File: src/rtl/regfile_hilo.sv
// regfile_hilo: MIPS architectural state, 32 GPRs plus HI/LO.
// The GPRs have two combinational read ports with a same-cycle write-back
// bypass. HI/LO are registered only and have no bypass.
module regfile_hilo #(
  parameter int unsigned DW = 32,
  parameter int unsigned AW = 5
) (
  input  logic          clk,
  input  logic          rst,
  input  logic          we,
  input  logic [AW-1:0] waddr,
  input  logic [DW-1:0] wdata,
  input  logic          re1,
  input  logic [AW-1:0] raddr1,
  output logic [DW-1:0] rdata1,
  input  logic          re2,
  input  logic [AW-1:0] raddr2,
  output logic [DW-1:0] rdata2,
  input  logic          hilo_we,
  input  logic [DW-1:0] hi_i,
  input  logic [DW-1:0] lo_i,
  output logic [DW-1:0] hi_o,
  output logic [DW-1:0] lo_o
);

  localparam int unsigned NREG = 1 << AW;

  logic [DW-1:0] r_regs [NREG];
  logic [DW-1:0] r_hi;
  logic [DW-1:0] r_lo;
  logic          w_wr_en;

  // $0 is never written, so it holds the zero it gets at reset
  assign w_wr_en = we && (waddr != '0);

  // GPR storage: clear on reset, otherwise take the write-back
  always_ff @(posedge clk) begin
    if (rst) begin
      for (int i = 0; i < int'(NREG); i++) begin
        r_regs[i] <= '0;
      end
    end else if (w_wr_en) begin
      r_regs[waddr] <= wdata;
    end
  end

  // HI/LO pair: written together, never partially
  always_ff @(posedge clk) begin
    if (rst) begin
      r_hi <= '0;
      r_lo <= '0;
    end else if (hilo_we) begin
      r_hi <= hi_i;
      r_lo <= lo_i;
    end
  end

  // Read port 1: reset, $0 and disable force zero; a matching write is bypassed
  always_comb begin
    rdata1 = '0;
    if (rst || raddr1 == '0 || !re1) begin
      rdata1 = '0;
    end else if (we && waddr == raddr1) begin
      rdata1 = wdata;
    end else begin
      rdata1 = r_regs[raddr1];
    end
  end

  // Read port 2: same priority as port 1
  always_comb begin
    rdata2 = '0;
    if (rst || raddr2 == '0 || !re2) begin
      rdata2 = '0;
    end else if (we && waddr == raddr2) begin
      rdata2 = wdata;
    end else begin
      rdata2 = r_regs[raddr2];
    end
  end

  assign hi_o = r_hi;
  assign lo_o = r_lo;

endmodule
File: config.mk
export PLATFORM = sky130hd
export DESIGN_NAME = regfile_hilo
export DESIGN_NICKNAME = d
export VERILOG_FILES = /design/src/rtl/regfile_hilo.sv
export SDC_FILE = /design/constraint.sdc
export NUM_CORES = 2
export LEC_CHECK = 0
export BUFFER_PORTS_ARGS = -buffer_cell sky130_fd_sc_hd__buf_2
export CORE_UTILIZATION = 27
export DETAILED_ROUTE_END_ITERATION = 8
export PLACE_DENSITY = 0.46
export SYNTH_ARGS = -nofsm -noshare
export SYNTH_HDL_FRONTEND = slang
export SYNTH_SLANG_ARGS = --single-unit
export TNS_END_PERCENT = 50
File: constraint.sdc
create_clock -name clk -period 9.7 [get_ports clk]
set_clock_uncertainty 0.15 [all_clocks]
set_input_delay 0.97 -clock clk [delete_from_list [all_inputs] [get_ports clk]]
set_output_delay 0.97 -clock clk [all_outputs]
set_load 0.005 [all_outputs]
After elaboration in Yosys (flattened, before gate mapping)
Memories as Yosys holds them, arrays and structs flattened.
Index checks and enable logic that the tools add are counted.
{"block": "classes", "n_eq_ne": 2, "n_mux": 12, "reduce_logical": 13}
{"op": "$mux 32", "n": 5}
{"op": "$reduce_or 32->1", "n": 1}
{"op": "$eq 5x5->1", "n": 2}
{"op": "$logic_not 5->1", "n": 2}
{"op": "$mux 1", "n": 6}
{"op": "$mux 5", "n": 1}
{"op": "$reduce_bool 5->1", "n": 1}
{"op": "$logic_or 1x1->1", "n": 4}
{"op": "$logic_and 1x1->1", "n": 3}
{"op": "$logic_not 1->1", "n": 2}
{"block": "word_totals", "ff_bits": 64, "mem_bits_rw": 1024, "wordCells": 30, "n_memories": 1}
{"name": "r_regs", "depth": 32, "word_bits": 32, "rd": 2, "rd_ports_with_merged_regs": 0, "write_ports": 32, "line_no": "28", "rtl": "logic [DW-1:0] r_regs [NREG];"}

Depth between registers and ports, before layout
{"block": "logic_depth", "word_depth": 7, "mapped_depth": 9}

Least setup slack after synthesis
Ideal clock, no wire load.
{"block": "synth_timing", "path_kind": "input-to-reg", "start": "input port waddr[2]", "end": "memory r_regs[12][0], enable pin", "setup_ps": 466, "arrival_ps": 4091, "t_required_ps": 9084, "path_slack_ps": 4993, "stages": 6, "n_path_buf": 3, "path_cell_list": "buf_2 -> or3_1 -> clkbuf_1 -> nand3b_1 -> buf_2 -> o21ai_0"}
{"item": "start: declaration", "line_no": "11", "rtl": "input logic [AW-1:0] waddr,"}
{"item": "end: declaration", "line_no": "28"}

Worst setup path in the final report
{"block": "layout_timing", "start": "input port raddr1[0]", "end": "output port rdata1[21]"}
{"block": "layout_between", "elab_chain_len": 4, "elab_cells_between_ends": 8, "cone_classes": "eq/ne (1); mux (2); reduce/logical (4); memory (1)"}
{"item": "start: declaration", "line_no": "14", "rtl": "input logic [AW-1:0] raddr1,"}
{"item": "parallel branches: the longest is 3 deep, another holds $mem_v2 32x32"}
{"item": "$mux 32 (*)", "line_no": "61", "rtl": "if (rst || raddr1 == '0 || !re1) begin"}
{"item": "end: declaration", "line_no": "15", "rtl": "output logic [DW-1:0] rdata1,"}
Every way passes the cells marked *.

==> results.py <==
metrics = {
    "status": {
        "outcome": "finished, violations left",
        "violations": "design-rule violations",
    },
    "clock_tree": {
        "clock_sinks": 1088,
        "cts_buffer_depth": 3,
        "htree_levels": 4,
        "clk_latency_ns": 0.79,
        "postCtsSetupBuffers": 0,
        "ctsRootBufferMaster": "clkbuf_16",
        "cts_tree": "done",
        "hold_buffers": 0,
        "cts_buffers": 132,
        "cts_resized": 0,
        "path_clk_slew_ns": 0.06,
    },
    "route": {
        "dr.pass1.iters": 8,
        "drc": 9,
        "drtAntennaViolNets": 0,
        "vias": 37018,
        "wl_per_cell_microns": 32.23,
        "drtIter0Drc": 3882,
        "drt-total-wl_mm": 227.5,
        "routed_via_density": 5.244,
    },
    "floorplan": {
        "die_w_microns": 464.4,
        "rows": 169,
        "coreArea_sq_um": 212300,
        "ios": 245,
        "die_h_microns": 464.4,
        "initial_core_util_pct": 27.19,
        "fp.dieArea_sq_um": 215600,
    },
    "yosys": {
        "syn_avg_cell_area_sq_um": 14.31,
        "async_flop_share_pct": 0,
        "synth_edf_count": 1024,
        "ys_ff_latch": 1088,
        "synth_cell_types": 50,
        "ys_seq_area_share_pct": 55.49,
        "ys_warn_count": 0,
        "syn_area_sq_um": 57720,
        "synth_ff_type": "edfxtp_1",
        "synthCells": 4034,
    },
    "critical_path": {
        "crit_slowest_cell": "buf_4",
        "required_ns": 8.58,
        "worstSetupPathType": "input port to output pin",
        "crit_arrival_ns": 4.61,
        "path_max_fanout": 62,
        "cp-start-kind": "input port",
        "path_delay_family": "buffers and inverters",
        "critPathMaxStageDelay_ns": 0.85,
        "path_buf_inv": 4,
        "end_kind": "output pin",
        "crit_chain": "buf_8 -> buf_12 -> buf_4 -> mux2i_1 -> o22ai_1 -> nor3_1 -> nand2_1 -> a32o_1 -> buf_2",
    },
    "worst_hold_path": {
        "min_path_type": "input port to flip-flop",
    },
    "placement": {
        "port_buffers": 244,
        "placed_cells_incl_taps": 6810,
        "hpwl_mm": 134.7,
        "dpl-instance-area_sq_um": 62180,
        "gp_congestion": 0.8087,
    },
    "global_routing": {
        "grt_pass1_wl_mm": 314.5,
        "grt_start_max_net_pins": 103,
        "grt_pass1_vias": 37780,
        "antenna_found_initial": 19,
        "grt.total_usage_pct": 20.77,
        "grt_remaining_overflow": 0,
    },
    "sta": {
        "hold_slack_ns": 0.2533,
        "rsz0062_at_grt": "no",
        "fmax_mhz": 174.5,
        "drv_slew": 0,
        "period_needed_ns": 5.730,
        "relSlewSlack_pct": 10.89,
        "hold_viol": 0,
        "setup_tns_ns": 0,
        "finalCritPeriodShare_pct": 59.07,
        "tightest_slew_ns": 1.337,
        "setup_viol": 0,
    },
    "power_and_ir_drop": {
        "switching_share_pct": 25.93,
        "leakagePower_nw": 23.61,
        "p_per_area_nw_per_um2": 177.6,
        "power_frac_comb_pct": 11.4,
        "p_clk_share_pct": 41.6,
        "power.internal_mw": 8.728,
        "switching_power_mw": 3.056,
        "total_power_mw": 11.78,
        "p_seq_share_pct": 47.0,
        "ir_worst_vdd_uv": 139.7,
    },
    "final_layout": {
        "final_common_cell": "edfxtp_1",
        "layout_common_cells": "edfxtp_1 (1024), and2_1 (992), mux2i_1 (416)",
        "synthToLayoutAreaGrowth_pct": 14.95,
        "fin_area_sq_um": 66350,
        "final_cells": 7059,
        "drive_gt1_share_pct": 22.36,
        "nets": 4240,
    },
    "flow_run": {
        "cap_violations": 0,
    },
}
==> registers in the layout (all words and copies together), names as in the netlist <==
register,cells
lo_o,32
r_regs,1024
hi_o,32
==> worst paths after layout <==
kind	slack (ns)	to	cells after the start	start
worst min-delay path	0.25	hi_o[24]	3	hi_i[24]
worst max register to register	8.90	hi_o[14]	2	hi_o[14]
worst max-delay path	3.97	rdata1[21]	9	raddr1[0]
worst min register to register	0.34	lo_o[31]	2	lo_o[31]
==> Yosys cell counts, drive strengths merged (2+ instances only) <==
library cell,count,area [sq um]
a31o,2,17.52
a221o,25,250.2
a22o,6,52.55
o22ai,100,625.6
a22oi,63,473.0
or3b,4,35.03
or2,2,12.51
nor2b,29,181.4
o221ai,32,280.3
dfxtp,64,1281
a32o,31,310.3
buf,156,954.7
edfxtp,1024,30750
nand3b,7,52.55
mux4,385,8847
o21ai,34,181.4
clkbuf,269,1010
a21oi,32,160.2
a211oi,55,412.9
and2,994,6218
o21bai,33,255.2
nor2,135,509.2
or3,3,18.77
nor3,32,160.2
mux2i,416,4164
nand3,9,45.04
nand2b,2,12.51
xnor2,10,87.58
nand4,3,18.77
nand2,67,251.5
==> stage by stage <==
step	util, %	worst slack (ns)
4_1_cts	31.24	3.992
3_3_place_gp	29.29	3.968
5_1_grt	31.24	3.825
6_report	31.25	3.970
3_5_place_dp	29.29	4.000
2_1_floorplan	-	4.993
==> area by class of cell <==
| type | count | area [sq um] |
|---|---|---|
| inverters | 2 | 7.507 |
| multi-input cells | 2550 | 24480 |
| flip-flops and latches | 1088 | 32030 |
| diodes | 12 | 30.03 |
| clock inverters | 62 | 549.3 |
| fillers | 21011 | 145900 |
| repair buffers | 349 | 2131 |
| well taps | 2821 | 3530 |
| clock buffers | 175 | 3591 |
==> tightest hold or removal path: stages <==
cell and delay (ns):
buf_2 0.07, mux2i_1 0.05, nor2_1 0.07
==> metal layers <==
metal | share of wire (%) | vias up | GRT usage, %
li1 | - | 15602 | -
met1 | 41 | 19639 | 26.14
met2 | 49 | 1381 | 35.20
met3 | 5.3 | 396 | 2.828
met4 | 4.6 | 0 | 9.688
met5 | 0 | - | 0
==> cell families after synthesis <==
| group | share of synthesized area [%] |
|---|---|
| DFF | 55.49 |
| xor gates and xnor gates | 0.1517 |
| other | 0.006497 |
| AOI/OAI and AO/OA | 5.352 |
| muxes | 22.54 |
| and+or+nand+nor | 13.04 |
| buffers and inverters | 3.416 |
==> power groups by stage <==
stage,Clock (mW),Combinational (mW),Sequential [mW]
global route,5.15,1.41,5.56
global placement,0,1.35,5.62
finish,4.91,1.34,5.53
detailed placement,0,1.35,5.62
CTS,5.00,1.35,5.53
floorplan,0,0.815,5.58
(Power assumes the default switching activity.)
